<file path="config.mk">
export PLATFORM = sky130hd
export DESIGN_NAME = sar_search_ctrl_flat
export DESIGN_NICKNAME = d
export VERILOG_FILES = /design/src/rtl/sar_search_ctrl_if.sv /design/src/rtl/sar_search_ctrl.sv /design/src/flat_wrapper.sv
export SDC_FILE = /design/constraint.sdc
export NUM_CORES = 1
export LEC_CHECK = 0
export BUFFER_PORTS_ARGS = -buffer_cell sky130_fd_sc_hd__buf_2
export CAP_MARGIN = 0
export CORE_AREA = 2 2 59 61
export CTS_CLUSTER_SIZE = 30
export DETAILED_ROUTE_END_ITERATION = 8
export DIE_AREA = 0 0 61 63
export HOLD_SLACK_MARGIN = 0.12
export PLACE_DENSITY_LB_ADDON = 0.08
export SYNTH_ARGS = -nofsm -noshare
export SYNTH_HDL_FRONTEND = slang
export SYNTH_SLANG_ARGS = --single-unit
</file>
<file path="constraint.sdc">
create_clock -name clk -period 4 [get_ports clk]
set_input_delay 0.2 -clock clk [delete_from_list [all_inputs] [get_ports clk]]
set_output_delay 0.2 -clock clk [all_outputs]
set_load 0.01 [all_outputs]
</file>
<file path="src/rtl/sar_search_ctrl_if.sv">
// Operand-side bundle between a requester/comparator and the SAR search controller.
// No storage; pure signal grouping with direction views for each side.
// No backpressure: start is a level request, done is a single-cycle pulse.
interface sar_search_ctrl_if #(
    parameter int WIDTH = 4
);
    logic             start;
    logic             a_gt_b;
    logic             a_lt_b;
    logic             a_eq_b;
    logic [WIDTH-1:0] probe;
    logic             busy;
    logic             done;
    logic [WIDTH-1:0] result;
    logic             err;

    // Requester + comparator side: issues start, answers probes with flags.
    modport master (
        output start, a_gt_b, a_lt_b, a_eq_b,
        input  probe, busy, done, result, err
    );

    // Controller side.
    modport slave (
        input  start, a_gt_b, a_lt_b, a_eq_b,
        output probe, busy, done, result, err
    );
endinterface

</file>
<file path="src/rtl/sar_search_ctrl.sv">
// MSB-first successive-approximation search recovering the comparator A operand via probe/flags.
// Latency: WIDTH*(CMP_WAIT+1)+1 cycles start->done; shorter with SAR_EARLY_EXIT_EN on an exact match.
// No backpressure: start is only accepted in IDLE and ignored otherwise; done pulses one cycle.
module sar_search_ctrl #(
    parameter int WIDTH    = 4,
    parameter int CMP_WAIT = 1
) (
    input  logic              clk,
    input  logic              rst_n,
    sar_search_ctrl_if.slave  bus
);

    localparam int IW = (WIDTH > 1) ? $clog2(WIDTH) : 1;

`ifdef SAR_EARLY_EXIT_EN
    localparam bit EARLY_EXIT = 1'b1;
`else
    localparam bit EARLY_EXIT = 1'b0;
`endif

    typedef enum logic [1:0] {
        IDLE = 2'd0,
        HOLD = 2'd1,
        DONE = 2'd2
    } state_t;

    state_t           state;
    logic [IW-1:0]    idx;
    logic [3:0]       cnt;
    logic [WIDTH-1:0] acc;

    logic [WIDTH-1:0] bit_mask;
    logic [WIDTH-1:0] next_mask;
    logic [WIDTH-1:0] acc_new;
    logic             flags_onehot;
    logic             eq_hit;

    // Decision for the bit under trial: a_lt_b means the probe overshot, so the bit stays 0.
    always_comb begin
        bit_mask      = '0;
        bit_mask[idx] = 1'b1;
        next_mask     = bit_mask >> 1;
        acc_new       = bus.a_lt_b ? acc : (acc | bit_mask);
        flags_onehot  = $onehot({bus.a_gt_b, bus.a_lt_b, bus.a_eq_b});
        eq_hit        = EARLY_EXIT && flags_onehot && bus.a_eq_b;
    end

    // Search FSM; all handshake outputs and the probe are registered here.
    always_ff @(posedge clk or negedge rst_n) begin
        if (!rst_n) begin
            state      <= IDLE;
            idx        <= '0;
            cnt        <= '0;
            acc        <= '0;
            bus.probe  <= '0;
            bus.busy   <= 1'b0;
            bus.done   <= 1'b0;
            bus.result <= '0;
            bus.err    <= 1'b0;
        end else begin
            bus.done <= 1'b0;
            case (state)
                IDLE: begin
                    if (bus.start) begin
                        idx       <= IW'(WIDTH - 1);
                        acc       <= '0;
                        bus.probe <= {1'b1, {(WIDTH-1){1'b0}}};
                        cnt       <= 4'(CMP_WAIT);
                        bus.err   <= 1'b0;
                        bus.busy  <= 1'b1;
                        state     <= HOLD;
                    end
                end
                HOLD: begin
                    if (cnt != 4'd0) begin
                        cnt <= cnt - 4'd1;
                    end else begin
                        // Malformed flags are flagged but never alter the decision path.
                        if (!flags_onehot) begin
                            bus.err <= 1'b1;
                        end
                        if (eq_hit) begin
                            bus.result <= bus.probe;
                            state      <= DONE;
                        end else if (idx != '0) begin
                            idx       <= idx - 1'b1;
                            acc       <= acc_new;
                            bus.probe <= acc_new | next_mask;
                            cnt       <= 4'(CMP_WAIT);
                        end else begin
                            acc        <= acc_new;
                            bus.result <= acc_new;
                            state      <= DONE;
                        end
                    end
                end
                DONE: begin
                    bus.done  <= 1'b1;
                    bus.busy  <= 1'b0;
                    bus.probe <= '0;
                    state     <= IDLE;
                end
                default: begin
                    state <= IDLE;
                end
            endcase
        end
    end

endmodule

</file>
<file path="src/flat_wrapper.sv">
// flat-port wrapper written by rule: the top's interface ports become plain ports
module sar_search_ctrl_flat 
#(
    parameter int WIDTH    = 4,
    parameter int CMP_WAIT = 1
)
  (clk, rst_n, bus_start, bus_a_gt_b, bus_a_lt_b, bus_a_eq_b, bus_probe, bus_busy, bus_done, bus_result, bus_err);
  sar_search_ctrl_if #(.WIDTH(WIDTH)) bus_i ();
  input  logic clk;
  input  logic rst_n;
  input wire logic [$bits(bus_i.start)-1:0] bus_start;
  input wire logic [$bits(bus_i.a_gt_b)-1:0] bus_a_gt_b;
  input wire logic [$bits(bus_i.a_lt_b)-1:0] bus_a_lt_b;
  input wire logic [$bits(bus_i.a_eq_b)-1:0] bus_a_eq_b;
  output wire logic [$bits(bus_i.probe)-1:0] bus_probe;
  output wire logic [$bits(bus_i.busy)-1:0] bus_busy;
  output wire logic [$bits(bus_i.done)-1:0] bus_done;
  output wire logic [$bits(bus_i.result)-1:0] bus_result;
  output wire logic [$bits(bus_i.err)-1:0] bus_err;
  assign bus_i.start = bus_start;
  assign bus_i.a_gt_b = bus_a_gt_b;
  assign bus_i.a_lt_b = bus_a_lt_b;
  assign bus_i.a_eq_b = bus_a_eq_b;
  assign bus_probe = bus_i.probe;
  assign bus_busy = bus_i.busy;
  assign bus_done = bus_i.done;
  assign bus_result = bus_i.result;
  assign bus_err = bus_i.err;
  sar_search_ctrl #(.WIDTH(WIDTH), .CMP_WAIT(CMP_WAIT)) u_core (.clk(clk), .rst_n(rst_n), .bus(bus_i));
endmodule
</file>
## Word-level counts from Yosys, hierarchy flattened

Index checks and enable logic that the tools add are counted.

| storage, ports and cells | value |
|---|---|
| bits in registers | 23 |
| input port bits | 6 |
| output and inout port bits | 11 |
| word-level logic and storage cells | 72 |

| operators by class | value |
|---|---|
| $add $sub $neg | 4 |
| $lt $le $gt $ge | 2 |
| eq/ne operators | 9 |
| multiplexer cells | 29 |
| bitwise logic cells | 4 |
| reduce and logical (&&, ||, !) cells | 15 |

Operator list:

| cell | count |
|---|---|
| two-way mux 4 bit | 9 |
| case mux 4 bit (2 select lines) | 2 |
| two-way mux 2 bit | 6 |
| case mux 4 bit (3 select lines) | 1 |
| AND reduction 3 bit | 4 |
| AND reduction 4 bit | 3 |
| != test 2 bit, second input constant | 4 |
| case mux 2 bit (2 select lines) | 2 |
| two-way mux 1 bit | 6 |
| nonzero test 2 bit | 3 |
| == test 2 x 1 -> 1 bit, second input constant | 2 |
| OR 4 x 3 -> 4 bit | 1 |
| OR 4 bit | 1 |
| case mux 1 bit (2 select lines) | 2 |
| nonzero test 4 bit | 1 |
| subtractor 4 x 1 -> 4 bit, second input constant | 1 |
| less-than comparator 2 x 3 -> 1 bit, second input constant | 1 |
| != test 3 x 1 -> 1 bit, second input constant | 1 |
| nonzero test 3 bit | 1 |
| adder 1 x 1 -> 2 bit | 1 |
| adder 2 x 1 -> 2 bit | 1 |
| demux 1 bit (select 2 bit) | 1 |
| == test 2 bit, second input constant | 1 |
| greater-or-equal comparator 2 x 1 -> 1 bit, second input constant | 1 |
| 6 further kinds | 7 |

## Longest topological paths before layout

| depth | value |
|---|---|
| word-level depth | 10 |
| gate-level depth with buffers | 6 |
| mapped depth without buffers | 6 |

## Worst setup path before layout

No wires, ideal clock.

| timing | value |
|---|---|
| path type | flip-flop to flip-flop |
| start point | reg u_core.idx[0] |
| end point | reg u_core.bus.probe[0] |
| library setup time | 0.125 ns |
| arrival | 1.700 ns |
| data required time | 3.875 ns |
| setup slack | 2.176 ns |
| cell stages (with the launch flop) | 7 |
| buffers on the path | 0 |
| clock period less this slack | 1.824 ns |
| cell sequence | dfrtp_1 -> inv_1 -> ha_1 -> nor4b_4 -> nor2_2 -> nor3_4 -> mux2_2 |

| on the way | value |
|---|---|
| cells in the longest elaborated chain, start to end | 10 |
| elaborated cells on any way between the ends | 14 |
| classes of those cells | order compare (2); eq/ne (1); mux (6); bitwise (2); reduce/logical (3) |

RTL lines:

| item | RTL line | RTL |
|---|---|---|
| start: declaration | sar_search_ctrl.sv:28 | `logic [IW-1:0] idx;` |
| start signal: assignment | sar_search_ctrl.sv:65 | `idx <= IW'(WIDTH - 1);` |
| start signal: assignment | sar_search_ctrl.sv:86 | `idx <= idx - 1'b1;` |
| less-than comparator 2 x 3 -> 1 bit (not written as such) or greater-or-equal comparator 2 x 1 -> 1 bit (tied branches) | sar_search_ctrl.sv:41 | `bit_mask[idx] = 1'b1;` |
| logical AND 1 bit (not written as such) | sar_search_ctrl.sv:41 |  |
| two-way mux 1 bit (not written as such) | sar_search_ctrl.sv:41 |  |
| demux 1 bit (select 2 bit) | n/a |  |
| OR 4 bit | sar_search_ctrl.sv:43 | `acc_new = bus.a_lt_b ? acc : (acc \| bit_mask);` |
| two-way mux 4 bit | sar_search_ctrl.sv:43 |  |
| OR 4 x 3 -> 4 bit | sar_search_ctrl.sv:88 | `bus.probe <= acc_new \| next_mask;` |
| two-way mux 4 bit | sar_search_ctrl.sv:85 | `end else if (idx != '0) begin` |
| two-way mux 4 bit | sar_search_ctrl.sv:75 | `if (cnt != 4'd0) begin` |
| case mux 4 bit (3 select lines) | sar_search_ctrl.sv:62 | `case (state)` |
| end signal: assignment | sar_search_ctrl.sv:67 | `bus.probe <= {1'b1, {(WIDTH-1){1'b0}}};` |
| end signal: assignment | sar_search_ctrl.sv:88 |  |
| end: declaration | sar_search_ctrl_if.sv:26 | `output probe, busy, done, result, err` |

Several ways; a longest one is shown, not always the timed one. The select of a mux whose other input is x is not followed.
A chain may end at the register's enable or synchronous reset.

## Worst setup path after layout

| timing | value |
|---|---|
| start point | reg u_core.idx[0] |
| end point | reg u_core.bus.probe[2] |

Same word-level chain as after synthesis.

==> results.md <==
* Cell variety after synth at 27
* RSZ-0062 raised after global routing: no
* Clock sinks at 23
* Met1 usage at 0.207
* Post-CTS resize count at 0
* Min Tclk post-route at 1970 ps
* Global-route usage over all layers at 0.148
* GP Congestion at between 0.8 and 0.9
* Initial antenna violation count at 0
* Largest family of logic cells by synthesized area: simple AND/OR/NAND/NOR gates
* I/O pin total at 17
* Fillers at approximately 330
* Yosys reg bits at 23
* Commonest non-fill, non-tap cell in the layout: dfrtp_1
* Grt total ovfl at 0
* RR Startpoint: u_core.idx[0]$_DFFE_PN0P_
* Syn nets at 140
* Vias in the first global route at 896
* Ranking of synthesized cells by area: dfrtp_1, ha_1, a21oi_1
* Setup bufs post-CTS at 0
* Number of core rows at 21
* CP delay by family, top: simple AND/OR/NAND/NOR gates
* Clk slew on worst S/H paths at about 130 ps
* Max-slew violation count at 0
* Clk_lat worst skew at 320 ps
* Mapped Cells at 123
* Port buffer count at 16
* Fin crit share at 0.491
* Yosys warns at 0
* TritonCTS clock tree: done
* Diodes inserted at 0
* Setup Skew at 3.99 ps
* Drt via density at between 4 and 5
* TritonCTS buffer count at 3
* Leak pwr at roughly 0.00067 uW
* GR Util met2 at 0.224
* RR Endpoint: u_core.bus.probe[2]$_DFFE_PN0P_
* CTS Buffer Depth at 2
* R2R cell count at 6
* First-pass GRT wire length at roughly 4.3 mm
* Pin count of the biggest net entering global routing at 24
* Core area at between 3000 and 4000 um2
* Complex-gate fraction of the synthesized area at 0.122
* HPWL after DPL at between 1.5 and 2 mm
* Net count, final at around 160
* Post-DRT Antenna Nets at 0
* Setup TNS at 0 ps
* Crit path cell chain: inv_1 -> ha_1 -> nor4b_4 -> nor2_2 -> nor3_4 -> mux2_2
* Endpoints failing hold at 0
* Simple-gate area share of the yosys netlist at 0.196
* Synth top area share at 0.467
* Post-Syn Area at 1230 um2
* Crit Path Max Fanout at 5
* Drt total wl at roughly 2.5 mm
* Seq/Total Area, Yosys at 0.467
* Max-cap violations at 0
* Critical path capture point type: flip-flop
* Drt pass-1 iters at 4
* Layout cells sized above 1 at 0.203
* Setup slack, reg-to-reg at approximately 2000 ps
* Worst path buffer plus inverter count at 1
* Crit start category: flip-flop
* Min-delay src: bus_start
* Worst hold stages at 3
* Root Buffer: clkbuf_4
* Endpoints failing setup at 0
* Post-layout util at 0.435
* Die Y at 63 um
* Starting Density at 0.382
* Met3 Track Usage GR at 0.0248
* Relative slew margins at 0.623
* Area leader, netlist: dfrtp_1
* Max Fclk at a little over 500 MHz
* Detailed router's first-iteration violation count at 31
* Tightest Pin Transition at ~550 ps
* Area share of fa/ha/maj cells after synthesis at 0.118
* Multiplexer area fraction after synthesis at 0.0619
* WS Path Type: reg2reg
* Wirelength per Cell at about 13 um
* Status: complete, no violations
* Highest-delay cell along the critical path: dfrtp_1
* Synth Area in XOR/XNOR at 0
* Hold crit path type: in2reg
* GR peak layer: met2
* Die Width at slightly above 60 um
* Vias at roughly 920
* Commonest cells after routing, fill and taps aside: dfrtp_1, nor2_1, buf_2
* Multi-input gate area at between 600 and 700 um2
* Die ar. at 3840 um2
* Critical path arrival at 2190 ps
* Critical path's largest stage delay at between 400 and 500 ps
* WP data required at about 4200 ps
* Synthesized area per cell at 10.0 um2
* CTS HTree Levels at 1
* CTS Hold Buffers Added at 1
* Area grow syn2layout at 13.9%
* Drc violations at 0
* Hold endpoint: u_core.state[0]$_DFFE_PN0P_
* Pwr dens at between 600 and 700 nW/um2
* Peak VDD IR at approximately 0.21 mV
* Register area at between 500 and 600 um2
-- how the worst max path moves through the flow --
stage / start / end / cells after the start
finish: u_core.idx[0]$_DFFE_PN0P_ / u_core.bus.probe[2]$_DFFE_PN0P_ / 6
global route: u_core.state[1]$_DFFE_PN0P_ / u_core.acc[2]$_DFFE_PN0P_ / 6
CTS: u_core.idx[0]$_DFFE_PN0P_ / u_core.bus.probe[2]$_DFFE_PN0P_ / 6
detailed placement: u_core.idx[0]$_DFFE_PN0P_ / u_core.bus.probe[2]$_DFFE_PN0P_ / 6
global placement: u_core.idx[0]$_DFFE_PN0P_ / u_core.bus.probe[2]$_DFFE_PN0P_ / 6
floorplan: u_core.idx[0]$_DFFE_PN0P_ / u_core.bus.probe[0]$_DFFE_PN0P_ / 6
-- cell usage after synthesis, drive strengths merged --
cell	number
or3b	1
nand4bb	1
nand2b	2
inv	11
a22oi	2
o31ai	1
a21oi	14
mux2	5
fa	1
nand3	3
nor2b	3
ha	10
o22a	1
mux2i	2
nand2	5
clkbuf	1
nor2	18
nor4b	1
nand4	2
o21ai	9
and3	1
nor3	6
dfrtp	23
-- metrics by stage --
stage | std cells | cell area, um2 | setup WS (ps) | hold WS [ps] | total power, uW
after floorplan | 123 | 1230 | 2180 | -95.6 | 717
after global placement | 184 | 1370 | 2070 | 210 | 844
after detailed placement | 184 | 1370 | 2020 | 219 | 846
after CTS | 189 | 1410 | 2010 | 201 | 967
after global routing | 189 | 1410 | 1840 | 219 | 1050
final | 189 | 1410 | 2030 | 215 | 951
-- layout make-up --
class                           count  share of cell area
Inverter                           11              0.0294
Multi-Input combinational cell     88               0.436
Timing Repair Buffer               17              0.0641
Tap cell                           46              0.0410
Clock buffer                        3              0.0160
Clock inverter                      1             0.00356
Sequential cell                    23               0.410
-- power breakdown --
part,switching (uW),internal (uW)
Sequential,58.1,310
Combinational,274,198
Clock,74.5,37.5
-- cells by family (layout without fill, tap and decap cells) --
| group | count (synthesis) | after routing |
|---|---|---|
| compound gates | 27 | 27 |
| fa+ha+maj | 11 | 11 |
| buf+inv | 12 | 32 |
| flops | 23 | 23 |
| mux | 7 | 7 |
| simple gates | 43 | 43 |
-- state kept, by name, summed over array words and instances, names as in the netlist --
| signal | flops |
|---|---|
| u_core.cnt | 4 |
| u_core.bus.done | 1 |
| u_core.bus.busy | 1 |
| u_core.bus.result | 4 |
| u_core.state | 2 |
| u_core.idx | 2 |
| u_core.acc | 4 |
| u_core.bus.err | 1 |
| u_core.bus.probe | 4 |
-- metal layers --
metal,vias up,part of all wire
met5,-,0
met4,0,0.013
met3,4,0.023
met2,12,0.46
met1,439,0.50
li1,461,-
-- tightest hold or removal path, stage by stage --
cell,delay [ps]
buf_2,140
a21oi_1,120
nor2_1,50
Power figures use the tool's default switching activity.
